## src/rtl/nth_root_fx.sv

```systemverilog
// nth_root_fx: fixed-point n-th root, floor(x^(1/n) * 2^FRAC_W).
// Restoring bit-by-bit search. Each candidate is raised to the n-th power
// with repeated multiplies, and the power is compared exactly against
// x << (n*FRAC_W). Power evaluation stops early once the partial product
// passes the target. n=0 is reported as an error and n=1 is passed straight
// through.
module nth_root_fx #(
  parameter int IN_W     = 10,
  parameter int EXP_W    = 3,
  parameter int FRAC_W   = 5,
  localparam int OUT_W   = IN_W + FRAC_W
) (
  input  logic             clk,
  input  logic             rst_n,
  input  logic             in_valid,
  output logic             in_ready,
  input  logic [IN_W-1:0]  in_data_1,
  input  logic [EXP_W-1:0] in_data_2,
  output logic             out_valid,
  input  logic             out_ready,
  output logic [OUT_W-1:0] out_data,
  output logic             out_err
);

  localparam int NMAX  = (1 << EXP_W) - 1;
  localparam int T_W   = IN_W + NMAX * FRAC_W;
  localparam int ACC_W = NMAX * OUT_W;
  localparam int P_W   = ACC_W + OUT_W;

  typedef enum logic [2:0] {IDLE, TRY, MUL, CMP, DONE} state_t;

  state_t             state_q, state_nxt;
  logic [EXP_W-1:0]   n_q;
  logic [T_W-1:0]     target_q;
  logic [OUT_W-1:0]   bit_q;
  logic [OUT_W-1:0]   trial_q;
  logic [OUT_W-1:0]   result_q;
  logic [P_W-1:0]     acc_q;
  logic [EXP_W-1:0]   cnt_q;
  logic               err_q;

  logic [P_W-1:0]     target_ext;
  logic               acc_over;
  logic               last_mul;
  logic               full_pow;
  logic               exact;

  // Target scaled so the integer root of it carries FRAC_W fractional bits.
  function automatic logic [T_W-1:0] target_of(input logic [IN_W-1:0]  x,
                                               input logic [EXP_W-1:0] n);
    logic [T_W-1:0] t;
    t = T_W'(x);
    return t << (int'(n) * FRAC_W);
  endfunction

  assign target_ext = P_W'(target_q);
  assign acc_over   = acc_q > target_ext;
  assign last_mul   = (cnt_q + EXP_W'(1)) == n_q;
  assign full_pow   = cnt_q == n_q;
  assign exact      = full_pow && (acc_q == target_ext);
  assign in_ready   = (state_q == IDLE);

  // State register.
  always_ff @(posedge clk or negedge rst_n) begin
    if (!rst_n) state_q <= IDLE;
    else        state_q <= state_nxt;
  end

  // Next-state logic. The multiply loop exits on the registered count or on
  // a partial product already above the target.
  always_comb begin
    state_nxt = state_q;
    case (state_q)
      IDLE: if (in_valid)
              state_nxt = (in_data_2 == '0 || in_data_2 == EXP_W'(1)) ? DONE : TRY;
      TRY:  state_nxt = MUL;
      MUL:  if (acc_over || last_mul) state_nxt = CMP;
      CMP:  state_nxt = (exact || bit_q[0]) ? DONE : TRY;
      DONE: if (out_valid && out_ready) state_nxt = IDLE;
      default: state_nxt = IDLE;
    endcase
  end

  // Operand capture, bit search datapath and registered result handshake.
  always_ff @(posedge clk or negedge rst_n) begin
    if (!rst_n) begin
      n_q       <= '0;
      target_q  <= '0;
      bit_q     <= '0;
      trial_q   <= '0;
      result_q  <= '0;
      acc_q     <= '0;
      cnt_q     <= '0;
      err_q     <= 1'b0;
      out_valid <= 1'b0;
      out_data  <= '0;
      out_err   <= 1'b0;
    end else begin
      case (state_q)
        IDLE: if (in_valid) begin
          n_q      <= in_data_2;
          target_q <= target_of(in_data_1, in_data_2);
          err_q    <= (in_data_2 == '0);
          bit_q    <= OUT_W'(1) << (OUT_W - 1);
          result_q <= (in_data_2 == EXP_W'(1)) ? (OUT_W'(in_data_1) << FRAC_W) : '0;
        end
        TRY: begin
          trial_q <= result_q | bit_q;
          acc_q   <= P_W'(result_q | bit_q);
          cnt_q   <= EXP_W'(1);
        end
        // Multiply only while the partial product is still within the target,
        // so the product never exceeds T_W + OUT_W bits.
        MUL: if (!acc_over) begin
          acc_q <= acc_q * P_W'(trial_q);
          cnt_q <= cnt_q + EXP_W'(1);
        end
        CMP: begin
          if (full_pow && (acc_q <= target_ext)) result_q <= trial_q;
          if (!exact && !bit_q[0]) bit_q <= bit_q >> 1;
        end
        DONE: begin
          if (!out_valid) begin
            out_valid <= 1'b1;
            out_data  <= result_q;
            out_err   <= err_q;
          end else if (out_ready) begin
            out_valid <= 1'b0;
            out_data  <= '0;
            out_err   <= 1'b0;
          end
        end
        default: ;
      endcase
    end
  end

endmodule

```

## config.mk

```make
export PLATFORM = sky130hd
export DESIGN_NAME = nth_root_fx
export DESIGN_NICKNAME = d
export VERILOG_FILES = /design/src/rtl/nth_root_fx.sv
export SDC_FILE = /design/constraint.sdc
export NUM_CORES = 2
export LEC_CHECK = 0
export ABC_AREA = 1
export BUFFER_PORTS_ARGS = -buffer_cell sky130_fd_sc_hd__buf_2
export CAP_MARGIN = 20
export CORE_ASPECT_RATIO = 1.25
export CORE_UTILIZATION = 60
export CTS_CLUSTER_DIAMETER = 150
export DETAILED_ROUTE_END_ITERATION = 10
export GPL_ROUTABILITY_DRIVEN = 0
export GPL_TIMING_DRIVEN = 1
export PLACE_DENSITY = 0.76
export SKIP_LAST_GASP = 1
export SLEW_MARGIN = 5
export SYNTH_ARGS = -nofsm -noshare
export SYNTH_HDL_FRONTEND = slang
export SYNTH_SLANG_ARGS = --single-unit
```

## constraint.sdc

```tcl
create_clock -name clk -period 19.6 [get_ports clk]
set_clock_uncertainty 0.2 [all_clocks]
set_input_delay 3.92 -clock clk [delete_from_list [all_inputs] [get_ports clk]]
set_output_delay 3.92 -clock clk [all_outputs]
set_load 0.01 [all_outputs]
```

### Yosys cells after proc, flatten, opt, wreduce, memory -nomap -nowiden

Index checks and enable logic that the tools add are counted.

| storage, ports and cells | value |
|---|---|
| register bits after elaboration | 237 |

| cells by class | value |
|---|---|
| muxes and demuxes | 23 |
| bitwise logic cells | 2 |
| order comparisons | 2 |
| add/subtract/negate cells | 1 |
| reductions and logical operators | 19 |
| multipliers | 2 |
| equality and inequality tests | 15 |
| shift operators | 1 |

Operators by type and width:

| cell | number |
|---|---|
| 120-bit one-hot mux with 2 select lines | 1 |
| 120-bit by 45-bit == test with 1-bit output | 1 |
| 120-bit by 45-bit > comparator with 1-bit output | 1 |
| 120-bit by 45-bit <= comparator with 1-bit output | 1 |
| 120-bit by 15-bit multiplier with 120-bit output | 1 |
| 120-bit two-way mux | 1 |
| 15-bit two-way mux | 7 |
| 15-bit one-hot mux with 2 select lines | 2 |
| 10-bit by 6-bit left shift with 45-bit output | 1 |
| 15-bit bitwise OR | 2 |
| 3-bit two-way mux | 6 |
| 3-bit one-hot mux with 5 select lines | 1 |
| 2-bit inequality test, second input constant | 6 |
| 3-bit AND reduction | 3 |
| 3-bit by 1-bit == test with 1-bit output, second input constant | 2 |
| 3-bit by 2-bit == test with 1-bit output, second input constant | 2 |
| 3-bit == test | 2 |
| 3-bit logical NOT | 2 |
| 3-bit by 3-bit multiplier with 6-bit output, second input constant | 1 |
| 3-bit one-hot mux with 2 select lines | 1 |
| 2-bit AND reduction | 3 |
| 1-bit logical AND | 4 |
| 1-bit two-way mux | 4 |
| 2-bit nonzero test | 2 |
| other kinds (5) | 8 |

### Logic depth before layout (Yosys ltp)

| depth | value |
|---|---|
| word-level depth | 6 |
| mapped depth | 33 |
| gate-level depth less buffers | 31 |

### Worst setup path before layout

Ideal clock, no wire load.

| timing | value |
|---|---|
| path kind | flip-flop to flip-flop |
| from | register trial_q[3] |
| to | register acc_q[119] |
| slack | 13475 ps |
| required time | 19283 ps |
| data arrival time | 5807 ps |
| period minus slack after synthesis | 6125 ps |
| cell stages (with the launch flop) | 30 |
| cells stage by stage | dfrtp_1 -> clkbuf_1 -> clkbuf_1 -> buf_1 -> nand2_1 -> fa_1 -> inv_1 -> fa_1 -> fa_1 -> inv_1 -> fa_1 -> inv_1 -> fa_1 -> inv_1 -> fa_1 -> inv_1 -> ha_1 -> nand2_1 -> nor2_1 -> inv_1 -> nor2_1 -> nand2_1 -> inv_1 -> nand2_1 -> nor3_1 -> nand2_1 -> nand3_1 -> nand2_1 -> nand3_1 -> nand2_1 |

| on the way | value |
|---|---|
| word-level cells in the longest chain between the ends | 3 |

Ends and longest elaborated chain:

| item | line | RTL |
|---|---|---|
| from (decl) | 36 | `logic [OUT_W-1:0] trial_q;` |
| from (signal assigned) | 108 | `trial_q <= result_q \| bit_q;` |
| 120-bit by 15-bit multiplier with 120-bit output | 115 | `acc_q <= acc_q * P_W'(trial_q);` |
| 120-bit two-way mux | 114 | `MUL: if (!acc_over) begin` |
| 120-bit one-hot mux with 2 select lines | 99 | `case (state_q)` |
| to (signal assigned) | 109 | `acc_q <= P_W'(result_q \| bit_q);` |
| to (signal assigned) | 115 |  |
| to (decl) | 38 | `logic [P_W-1:0] acc_q;` |

No other way between the ends. The select of a mux whose other input is x is not followed.
A chain may end at the register's enable or synchronous reset.

### Final worst setup path

| timing | value |
|---|---|
| from | register trial_q[3] |
| to | register acc_q[108] |

The elaborated chain is that of the path after synthesis.

==> reports/summary.json <==
{
  "status": {"value": "finished, final reports clean"},
  "cp_common_cell": {"value": "nand2_1"},
  "syn_area": {"value": 68700, "unit": "sq um"},
  "critPathKind": {"value": "register to register"},
  "grt_pass1_wl": {"value": 355000, "unit": "um"},
  "syn_area_per_cell": {"value": 7.04, "unit": "sq um"},
  "r2r-end": {"value": "acc_q[108]"},
  "hold_path_startpoint": {"value": "bit_q[9]"},
  "critPathRequiredTime": {"value": 19900, "unit": "ps"},
  "worstRegToRegCells": {"value": 27},
  "die-area": {"value": 116000, "unit": "sq um"},
  "tritoncts": {"value": "done"},
  "synth_enable_flop_cells": {"value": 0},
  "worst_r2r_startpoint": {"value": "trial_q[3]"},
  "clk_root_buffer_cell": {"value": "clkbuf_16"},
  "post_cts_repair_setup_buffers": {"value": 0},
  "min_path_cells": {"value": 2},
  "final-setup-viol-count": {"value": 0},
  "detail_route.wirelength": {"value": 224000, "unit": "um"},
  "fill_cells": {"value": 10100},
  "fin_tns_setup": {"value": 0, "unit": "ps"},
  "row_count": {"value": 138},
  "finalPower": {"value": 0.00559, "unit": "W"},
  "place_hpwl": {"value": 174000, "unit": "um"},
  "clkTransAtPathRegs": {"value": 70, "unit": "ps"},
  "period_share": {"value": 0.469},
  "final.hold.worst_slack": {"value": 278, "unit": "ps"},
  "synth-async-reset-ratio": {"value": 1.00},
  "timing.hold.worst.class": {"value": "register to register"},
  "timing.critical_path.arrival": {"value": 9490, "unit": "ps"},
  "die_w": {"value": 305, "unit": "um"},
  "iteration_count_of_the_initial_detailed_routing_pass": {"value": 10},
  "timing.final.hold_violations": {"value": 0},
  "maximum_number_of_pins_on_one_net_before_global_route_repair": {"value": 120},
  "detail-route-antenna-nets": {"value": 0},
  "via_count": {"value": 61600},
  "number_of_antenna_violations_at_the_first_check_in_global_routing": {"value": 7},
  "ctsHoldBuffers": {"value": 0},
  "proportion_of_netlist_area_held_by_the_largest_area_contributor": {"value": 0.418},
  "crit_path_max_fanout": {"value": 62},
  "max_stage_delay": {"value": 930, "unit": "ps"},
  "layout.area.seq": {"value": 5990, "unit": "sq um"},
  "multi_input_area": {"value": 50100, "unit": "sq um"},
  "number_of_synthesized_register_bits": {"value": 237},
  "worst_case_vdd_ir_drop": {"value": 0.571, "unit": "mV"},
  "cap_violations": {"value": 0},
  "utilization_after_layout": {"value": 0.621},
  "ctsHtreeMaxLevel": {"value": 1},
  "placement.cell_area": {"value": 69200, "unit": "sq um"},
  "report.final.slew_viol_count": {"value": 0},
  "numPortBuffers": {"value": 34},
  "die-height": {"value": 380, "unit": "um"},
  "rsz0062_at_grt": {"value": "false"},
  "nNetsFinal": {"value": 11000},
  "clock.fmax": {"value": 0.109, "unit": "GHz"},
  "cpMaxStageDelayCell": {"value": "dfrtp_4"},
  "synth_top_flop_cell": {"value": "dfrtp_1"},
  "post-route-drc-count": {"value": 0},
  "vias_in_the_first_global_route": {"value": 64300},
  "worstHoldEndpoint": {"value": "bit_q[9]"},
  "clkLatencyLatePin": {"value": 640, "unit": "ps"},
  "via_count_normalized_by_instance_count": {"value": 5.66},
  "syn-num-nets": {"value": 11400},
  "critical_path.endpoint_type": {"value": "register"},
  "globalRouteTotalUtil": {"value": 0.399},
  "synth.yosys.warnings": {"value": 0},
  "synthCells": {"value": 9755},
  "floorplan.core_area": {"value": 113000, "unit": "sq um"},
  "max-clock-path-buffers": {"value": 3},
  "kind_of_start_point_of_the_critical_path": {"value": "register"},
  "io_pins": {"value": 35},
  "max-slew-margin-rel": {"value": 0.164},
  "post_cts.resized_instances": {"value": 0},
  "post_synth_num_cell_types": {"value": 43},
  "synthDominantAreaCellType": {"value": "fa_1"},
  "tritoncts.num_buffers": {"value": 30},
  "power.leakage": {"value": 43.1, "unit": "nW"},
  "cellPowerDensity": {"value": 79.2, "unit": "nW/um^2"},
  "netlist_top_cells_area": {"value": "fa_1 42%, nand2_1 17%, inv_1 16%, dfrtp_1 8.6%, ha_1 3.6%"},
  "iteration_0_drc_count_of_the_detailed_router": {"value": 7443},
  "final_cell_area": {"value": 70500, "unit": "sq um"},
  "final_layout_size_suffix_gt1_frac": {"value": 0.0210},
  "clock_sink_count": {"value": 237},
  "grt-ovfl-total": {"value": 0},
  "ff2ff_setup_slack": {"value": 10410, "unit": "ps"},
  "min_period": {"value": 9190, "unit": "ps"},
  "seq_area_frac_synth": {"value": 0.0863},
  "max_slew.worst_pin.slew": {"value": 1250, "unit": "ps"},
  "flow.area_growth_from_synthesis": {"value": 2.63, "unit": "%"},
  "detailed_route_wire_length_per_cell": {"value": 20.5, "unit": "um"},
  "starting_density_of_the_core": {"value": 0.605}
}
==> worst max-delay path by stage <==
stage	from	endpoint
3_3_place_gp	trial_q[9]	acc_q[109]
3_5_place_dp	trial_q[9]	acc_q[107]
5_1_grt	trial_q[3]	acc_q[108]
2_1_floorplan	trial_q[3]	acc_q[119]
4_1_cts	trial_q[9]	acc_q[107]
6_report	trial_q[3]	acc_q[108]
==> report_power, final <==
group          switching, W  internal (W)  total, W
combinational       0.00275      0.000963   0.00372
clock              0.000269      0.000351  0.000620
sequential         0.000618      0.000630   0.00125
==> final cells by class <==
cell class | count | area share
Multi-Input combinational cell | 6174 | 0.711
Inverter | 2861 | 0.152
Clock inverter | 17 | 0.00319
Tap cell | 1470 | 0.0261
Timing Repair Buffer | 90 | 0.0102
Sequential cell | 237 | 0.0849
Clock buffer | 39 | 0.0121
Antenna cell | 3 | 0.000106
==> critical path, delay by kind of cell (launching register included) <==
kind / cells / cell delay, ps
adder cells (fa/ha/maj): 7 / 3340
buffers and inverters: 7 / 1390
flip-flops: 1 / 930
AND/OR/NAND/NOR: 13 / 3130
==> flip-flops by register name (all words and copies together) (netlist names) <==
signal     cells
acc_q        120
target_q      45
bit_q         15
out_data      15
result_q      15
trial_q       15
cnt_q          3
n_q            3
state_q        3
err_q          1
out_err        1
out_valid      1
==> cells in the mapped netlist (all sizes together) (3+ instances only) <==
library cell,instances
o31ai,3
dfrtp,237
inv,2861
ha,196
a21o,3
o21a,5
buf,92
o21bai,16
o221ai,6
o22ai,47
a31oi,5
xnor2,38
xor2,22
nand3b,15
nand2,3096
a21oi,178
nor3,35
nand4,53
clkbuf,391
nor4,5
or2,13
o21ai,221
mux2i,3
fa,1433
nand3,369
nor2,403
==> cells by family after synthesis <==
| group | count (synthesis) | synth area share |
|---|---|---|
| and+or+nand+nor | 3991 | 0.230 |
| xor gates and xnor gates | 60 | 0.00765 |
| adders and majority gates | 1629 | 0.453 |
| buffers and inverters | 3344 | 0.184 |
| AOI/OAI and AO/OA | 491 | 0.0385 |
| DFF | 237 | 0.0863 |
| muxes | 3 | 0.000437 |
==> through the flow <==
stage | setup slack, ps | std cells
final | 10410 | 10900
after global routing | 10330 | 10900
after CTS | 11550 | 10900
after detailed placement | 11610 | 10800
after global placement | 11660 | 10800
after floorplan | 13480 | 9755
==> cell usage in the layout, fill, tap and decap left out, types with 33 or more instances in the layout <==
cell type | synthesis | layout
buf_4 | 5 | 49
fa_1 | 1433 | 1433
xnor2_1 | 38 | 38
inv_1 | 2849 | 2848
dfrtp_1 | 237 | 222
nand2_1 | 3092 | 3092
buf_2 | 38 | 33
a21oi_1 | 177 | 177
nand3_1 | 367 | 367
nand4_1 | 53 | 53
nor2_1 | 401 | 401
o22ai_1 | 47 | 47
o21ai_0 | 210 | 210
ha_1 | 196 | 196
==> per-layer routing <==
layer  part of all wire  global-route usage  vias to the layer above
met4              0.087               0.274                        4
li1                   -                   -                    26600
met5            0.00013                   0                        -
met3               0.13               0.108                     1121
met1               0.34               0.482                    29800
met2               0.45               0.625                     4082
(Power assumes the default switching activity.)
